File: config.mk
export PLATFORM = sky130hd
export DESIGN_NAME = raiz_ctrl_flat
export DESIGN_NICKNAME = d
export VERILOG_FILES = /design/src/rtl/raiz_ctrl_if.sv /design/src/rtl/raiz_ctrl.sv /design/src/flat_wrapper.sv
export SDC_FILE = /design/constraint.sdc
export NUM_CORES = 1
export LEC_CHECK = 0
export CAP_MARGIN = 25
export CORE_UTILIZATION = 40
export DETAILED_ROUTE_END_ITERATION = 10
export PLACE_DENSITY = 0.68
export SYNTH_ARGS = -nofsm -noshare
export SYNTH_HDL_FRONTEND = slang
export SYNTH_SLANG_ARGS = --single-unit
File: constraint.sdc
create_clock -name clock -period 1.6 [get_ports clock]
set_clock_uncertainty 0.1 [all_clocks]
set_input_delay 0.32 -clock clock [delete_from_list [all_inputs] [get_ports clock]]
set_output_delay 0.32 -clock clock [all_outputs]
set_load 0.05 [all_outputs]
File: src/rtl/raiz_ctrl_if.sv
// Handshake and status bundle between the square-root sequencer and its user/datapath.
// The master drives start/maior; the slave (raiz_ctrl) drives the control word and status.
interface raiz_ctrl_if #(
  parameter int CW = 8
);
  logic          start;
  logic          maior;
  logic [8:0]    controle;
  logic [CW-1:0] ciclos;
  logic          busy;
  logic          done;

  modport master (
    output start,
    output maior,
    input  controle,
    input  ciclos,
    input  busy,
    input  done
  );

  modport slave (
    input  start,
    input  maior,
    output controle,
    output ciclos,
    output busy,
    output done
  );
endinterface

File: src/rtl/raiz_ctrl.sv
// Moore sequencer for the integer square-root datapath (load, test, increment loop).
// Latency: 3N+4 cycles from start to done for N loop iterations; all outputs registered.
// No backpressure: start is a level sampled only in IDLE, maior only in TEST.
module raiz_ctrl #(
  parameter int CW = 8
) (
  input  logic       clock,
  input  logic       reset,
  raiz_ctrl_if.slave bus
);

  typedef enum logic [2:0] {
    IDLE   = 3'd0,
    LOAD   = 3'd1,
    TEST   = 3'd2,
    INC_D  = 3'd3,
    INC_S  = 3'd4,
    RESULT = 3'd5,
    DONE   = 3'd6
  } state_t;

  localparam logic [8:0] CW_IDLE   = 9'h000;
  localparam logic [8:0] CW_LOAD   = 9'h1E8;
  localparam logic [8:0] CW_TEST   = 9'h006;
  localparam logic [8:0] CW_INC_D  = 9'h040;
  localparam logic [8:0] CW_INC_S  = 9'h022;
  localparam logic [8:0] CW_RESULT = 9'h010;
  localparam logic [8:0] CW_DONE   = 9'h000;

  state_t        state;
  logic [8:0]    controle_q;
  logic [CW-1:0] ciclos_q;
  logic          busy_q;
  logic          done_q;

  function automatic state_t next_state(input state_t s, input logic start, input logic maior);
    case (s)
      IDLE:    next_state = start ? LOAD : IDLE;
      LOAD:    next_state = TEST;
      TEST:    next_state = maior ? RESULT : INC_D;
      INC_D:   next_state = INC_S;
      INC_S:   next_state = TEST;
      RESULT:  next_state = DONE;
      DONE:    next_state = IDLE;
      default: next_state = IDLE;
    endcase
  endfunction

  function automatic logic [8:0] control_of(input state_t s);
    case (s)
      IDLE:    control_of = CW_IDLE;
      LOAD:    control_of = CW_LOAD;
      TEST:    control_of = CW_TEST;
      INC_D:   control_of = CW_INC_D;
      INC_S:   control_of = CW_INC_S;
      RESULT:  control_of = CW_RESULT;
      DONE:    control_of = CW_DONE;
      default: control_of = CW_IDLE;
    endcase
  endfunction

  // Outputs are loaded from the next state so they line up with the state register.
  always_ff @(posedge clock) begin
    if (!reset) begin
      state      <= IDLE;
      controle_q <= CW_IDLE;
      busy_q     <= 1'b0;
      done_q     <= 1'b0;
      ciclos_q   <= '0;
    end else begin
      state      <= next_state(state, bus.start, bus.maior);
      controle_q <= control_of(next_state(state, bus.start, bus.maior));
      busy_q     <= (next_state(state, bus.start, bus.maior) != IDLE);
      done_q     <= (next_state(state, bus.start, bus.maior) == DONE);
      if (state == LOAD) begin
        ciclos_q <= '0;
      end else if (state == INC_S && ciclos_q != {CW{1'b1}}) begin
        ciclos_q <= ciclos_q + CW'(1);
      end
    end
  end

  assign bus.controle = controle_q;
  assign bus.ciclos   = ciclos_q;
  assign bus.busy     = busy_q;
  assign bus.done     = done_q;

endmodule

File: src/flat_wrapper.sv
// flat-port wrapper written by rule: the top's interface ports become plain ports
module raiz_ctrl_flat 
#(
  parameter int CW = 8
)
  (clock, reset, bus_start, bus_maior, bus_controle, bus_ciclos, bus_busy, bus_done);
  raiz_ctrl_if #(.CW(CW)) bus_i ();
  input  logic clock;
  input  logic reset;
  input wire logic [$bits(bus_i.start)-1:0] bus_start;
  input wire logic [$bits(bus_i.maior)-1:0] bus_maior;
  output wire logic [$bits(bus_i.controle)-1:0] bus_controle;
  output wire logic [$bits(bus_i.ciclos)-1:0] bus_ciclos;
  output wire logic [$bits(bus_i.busy)-1:0] bus_busy;
  output wire logic [$bits(bus_i.done)-1:0] bus_done;
  assign bus_i.start = bus_start;
  assign bus_i.maior = bus_maior;
  assign bus_controle = bus_i.controle;
  assign bus_ciclos = bus_i.ciclos;
  assign bus_busy = bus_i.busy;
  assign bus_done = bus_i.done;
  raiz_ctrl #(.CW(CW)) u_core (.clock(clock), .reset(reset), .bus(bus_i));
endmodule
==> results of run 1 <==
kinds of logic (layout without fill, tap and decap cells):
kind of cell / count (synthesis) / after routing / synth area share (%)
XOR/XNOR: 1 / 1 / 0.985
flip-flops: 19 / 19 / 42.8
AND/OR/NAND/NOR: 42 / 42 / 29.3
multiplexers: 4 / 4 / 4.50
buffers and inverters: 10 / 36 / 5.91
other: 1 / 1 / 0.422
adder cells (fa/ha/maj): 1 / 1 / 1.41
AO/OA/AOI/OAI: 17 / 17 / 14.8
routing by layer:
metal | up-vias | part of all wire (%) | track usage (%)
met4 | 0 | 2.5 | 11.3
met5 | - | 0 | 0
met2 | 25 | 48 | 27.9
met1 | 386 | 46 | 22.3
met3 | 5 | 3.6 | 3.12
li1 | 400 | - | -
synthesized netlist by cell type (2+ instances only):
library cell / n / area (um2)
and4_1: 3 / 26.3
nand2_1: 4 / 15.0
nor2_1: 5 / 18.8
a21oi_1: 3 / 15.0
a211oi_1: 2 / 15.0
and3_1: 3 / 18.8
nand3_1: 7 / 35.0
clkbuf_1: 2 / 7.51
nor2b_1: 2 / 12.5
dfxtp_1: 19 / 380
mux2i_1: 4 / 40.0
nand3b_1: 3 / 22.5
a41oi_1: 2 / 17.5
buf_4: 3 / 22.5
buf_2: 3 / 15.0
a211oi_2: 2 / 25.0
nand2b_1: 2 / 12.5
inv_1: 2 / 7.51
nor3_1: 5 / 25.0
a31oi_1: 2 / 12.5
registers in the layout, summed over array words and instances, names as in the netlist:
name                 cells
u_core.bus.done          1
u_core.bus.busy          1
u_core.state             3
u_core.bus.ciclos        8
u_core.bus.controle      6
worst max-delay path: cells and delay by family (launching register included):
kind	cells	cell delay (ns)
mux	1	0.21
simple gates	1	0.28
compound gates	1	0.29
flops	1	0.37
fa+ha+maj	1	0.22
worst min-delay path by stage:
stage / start / slack, ns / cells after the start / to
after floorplan: bus_maior / 0.35 / 2 / u_core.bus.controle[4]
after global placement: u_core.bus.ciclos[1] / 0.41 / 2 / u_core.bus.ciclos[1]
after detailed placement: u_core.bus.ciclos[1] / 0.41 / 2 / u_core.bus.ciclos[1]
after CTS: u_core.bus.ciclos[1] / 0.42 / 2 / u_core.bus.ciclos[1]
after global routing: u_core.bus.ciclos[1] / 0.46 / 2 / u_core.bus.ciclos[1]
final: u_core.bus.ciclos[1] / 0.42 / 2 / u_core.bus.ciclos[1]
where the power goes:
group | switching (mW) | total, mW | internal, mW
Sequential | 0.0246 | 0.518 | 0.494
Clock | 0.148 | 0.245 | 0.0973
Combinational | 0.133 | 0.246 | 0.113
Total | 0.306 | 1.01 | 0.704
repair_timing:
action                                  in CTS  in global routing
resized for setup                            0                  1
endpoints found under the hold margin        0                  0
endpoints found under the setup margin       0                  2
per-stage QoR:
stage	power [mW]	hold slack [ns]	area [um2]
after floorplan	0.660	0.347	892
after global placement	0.766	0.405	1340
after detailed placement	0.772	0.409	1340
after CTS	1.01	0.424	1370
after global routing	1.06	0.456	1370
final	1.01	0.420	1370
layout make-up:
| class | instances | area share (%) |
|---|---|---|
| clock buffers | 4 | 1.92 |
| inverters | 2 | 0.547 |
| multi-input cells | 66 | 33.8 |
| flip-flops and latches | 19 | 27.9 |
| well taps | 27 | 2.46 |
| repair buffers | 30 | 33.4 |
==> flow_summary.toml, run 1 <==
[outcome]
status = "finished, final reports clean"

[global_routing]
grt_max_degree = 12
grt_pass1_wl_um = 3240
grt_overflow = 0
track_usage_pct = 17.8
antenna_found_initial = 0
grt_pass1_vias = 708

[worst_setup_path]
crit_path_end_kind = "flip-flop"
r2r_slack_ns = 0.06
crit_type = "reg2reg"
crit_arrival_ns = 1.67
crit_chain = "ha_1 > and4_1 > a21oi_2 > mux2i_1"
critPathRequiredTime_ns = 1.74
startpoint = "u_core.bus.ciclos[0]"
cp-endpoint = "u_core.bus.ciclos[0]"
cp_max_fo = 6
r2r_end = "u_core.bus.ciclos[0]"
cp-start-kind = "flip-flop"
r2r_start = "u_core.bus.ciclos[0]"
worst_path_largest_cell_delay_ns = 0.37
slowest_stage = "dfxtp_2"
r2r_cells = 4

[clock_network]
numCtsBuffers = 3
postCtsHoldBufs = 0
clock_latency_ns = 0.30
cts_root_buffer = "clkbuf_4"
cts_setup_buffers = 0
cts_sinks = 19
cts_tree = "yes"
clk_pin_slew_ns = 0.10
h-tree-depth = 1
clockBufferDepth = 2

[yosys]
ys_seq_elements = 19
synth_fp_nets = 100
synth_edf_count = 0
yosysSeqAreaShare_pct = 42.8
synthCells = 95
async_flop_share_pct = 0
yosys_most_used_dff = "dfxtp_1"
syn_area_per_cell_um2 = 9.36
yosysWarnings = 0
ys_types = 37
syn_area_um2 = 890

[placed_design]
dp_hpwl_um = 1440
dp_slack_ns = 0.00440
gp_congestion = 0.858
io_buffer_count = 21
dpl.cell_count = 144

[route]
wl_per_cell_um = 13.4
firstDrtPassIters = 4
vias = 816
routed_wl_um = 1980
drt-initial-drc-count = 21
antenna_left = 0
viasPerCell = 5.51
drc = 0

[die]
initial_utilization_pct = 44.0
rows = 16
die-width_um = 49.2
die_area_mm2 = 0.00242
dieHeight_um = 49.2
ios = 23
core_area_mm2 = 0.00202

[timing]
fmax_mhz = 651
final.setup.tns_ns = 0
hold_viol = 0
finalSetupViolations = 0
worst_slack_ns = 0.0647
final_max_slew_viol_count = 0
rsz0062_at_grt = "no"
fin_crit_ns = 1.54
fin_crit_sh_pct = 96.0

[pwr]
p_leak_nw = 0.531
power.density_mw_per_mm2 = 736
ir_drop_mv = 0.464

[cells_and_area]
multiInputGateArea_um2 = 463
area_growth_pct = 54.1
layout_commonest_cell = "buf_12"
fin_util_pct = 67.8
drive_gt1_share_pct = 30.6
seq_area_um2 = 383
diodes = 0
final_cell_mix = "buf_12, dfxtp_1, buf_4, nand3_1"
finalNetCount = 127
fillCellCount = 152
layout.cells.non_filler = 148

[flow_run]
cap_viol_max_count = 0

[min_path]
hp-class = "reg2reg"
No activity file was read; power rests on OpenSTA's default activity.
==> run 2, diff against run 1 <==
Settings changed: CORE_UTILIZATION 40 to 46, PLACE_DENSITY 0.68 to 0.76.
Clock period 1.6 ns to 1.75 ns, I/O delays scaled along.
==> flow_summary.toml, run 2 (synthesized netlist as in run 1, its figures left out) <==
[global_routing]
antenna_found_initial = 0
grt_overflow = 0
grt_pass1_vias = 590
track_usage_pct = 18.0
grt_pass1_wl_um = 2710
grt_max_degree = 12

[timing]
final.setup.tns_ns = 0
final_max_slew_viol_count = 0
finalSetupViolations = 0
fin_crit_ns = 1.52
fin_crit_sh_pct = 86.7
rsz0062_at_grt = "no"
fmax_mhz = 659
hold_viol = 0

[clock_network]
cts_tree = "yes"
cts_sinks = 19
clk_pin_slew_ns = 0.11
cts_root_buffer = "clkbuf_4"
clockBufferDepth = 2
numCtsBuffers = 3
cts_resized = 0
postCtsHoldBufs = 0
cts_setup_buffers = 0
clock_latency_ns = 0.29
h-tree-depth = 1

[die]
die_area_mm2 = 0.00211
ios = 23
dieHeight_um = 46.0
initial_utilization_pct = 50.4
die-width_um = 46.0
rows = 15
core_area_mm2 = 0.00176

[min_path]
hp-class = "reg2reg"

[placed_design]
dp_hpwl_um = 1240
gp_congestion = 0.802
io_buffer_count = 21

[worst_setup_path]
crit_path_end_kind = "flip-flop"
cp-start-kind = "flip-flop"
critPathRequiredTime_ns = 1.87
crit_type = "reg2reg"
cp_max_fo = 6
crit_arrival_ns = 1.64

[route]
vias = 774
firstDrtPassIters = 4
viasPerCell = 5.41
routed_wl_um = 1750
antenna_left = 0
drc = 0
wl_per_cell_um = 12.2
drt-initial-drc-count = 22

[cells_and_area]
fillCellCount = 150
largest_reg_flops = 8
diodes = 0
multiInputGateArea_um2 = 457
drive_gt1_share_pct = 27.1
layout_commonest_cell = "dfxtp_1"
finalNetCount = 124
seq_area_um2 = 380
fin_util_pct = 68.0
area_growth_pct = 34.9
final_cell_mix = "dfxtp_1, buf_4, nand3_1, buf_12"

[outcome]
status = "finished, final reports clean"

[pwr]
ir_drop_mv = 0.554
power.density_mw_per_mm2 = 717
p_leak_nw = 0.480

[flow_run]
cap_viol_max_count = 0
==> run 2: layer usage <==
metal / track usage [%] / up-vias / wire length, um
li1: - / 394 / -
met1: 26.3 / 347 / 837
met2: 23.9 / 31 / 775
met3: 4.76 / 2 / 124
met4: 8.82 / 0 / 13
met5: 0 / - / 0
==> run 2: layout make-up <==
class | count | area share, %
Multi-Input combinational cell | 66 | 38.1
Tap cell | 25 | 2.61
Inverter | 2 | 0.626
Sequential cell | 19 | 31.7
Clock buffer | 4 | 2.19
Timing Repair Buffer | 27 | 24.8
==> run 2: final timing paths <==
check,from,to,slack (ns),cells past startpoint
setup / recovery,u_core.bus.ciclos[0],u_core.bus.ciclos[0],0.23,4
hold reg to reg,u_core.bus.ciclos[6],u_core.bus.ciclos[6],0.47,2
hold / removal,u_core.bus.ciclos[6],u_core.bus.ciclos[6],0.47,2
setup reg to reg,u_core.bus.ciclos[0],u_core.bus.ciclos[0],0.23,4
==> run 2: metrics by stage <==
step	cells	setup WS [ns]	area, um2	hold slack, ns	total power [mW]
CTS	143	0.230	1200	0.473	0.869
floorplan	95	0.0103	890	0.377	0.603
finish	143	0.233	1200	0.475	0.860
global route	143	0.119	1200	0.520	0.902
detailed placement	139	0.168	1170	0.458	0.652
global placement	139	0.204	1170	0.449	0.648
==> run 2: report_power, final <==
group	internal, mW	switching, mW	total, mW
clock network	0.0886	0.128	0.217
registers	0.451	0.0113	0.462
logic	0.0604	0.121	0.181
total	0.600	0.260	0.860
==> run 2: critical path: stages (launching register included) <==
cell	delay [ns]
dfxtp_1	0.39
ha_1	0.24
and4_1	0.27
a21oi_2	0.25
mux2i_1	0.20
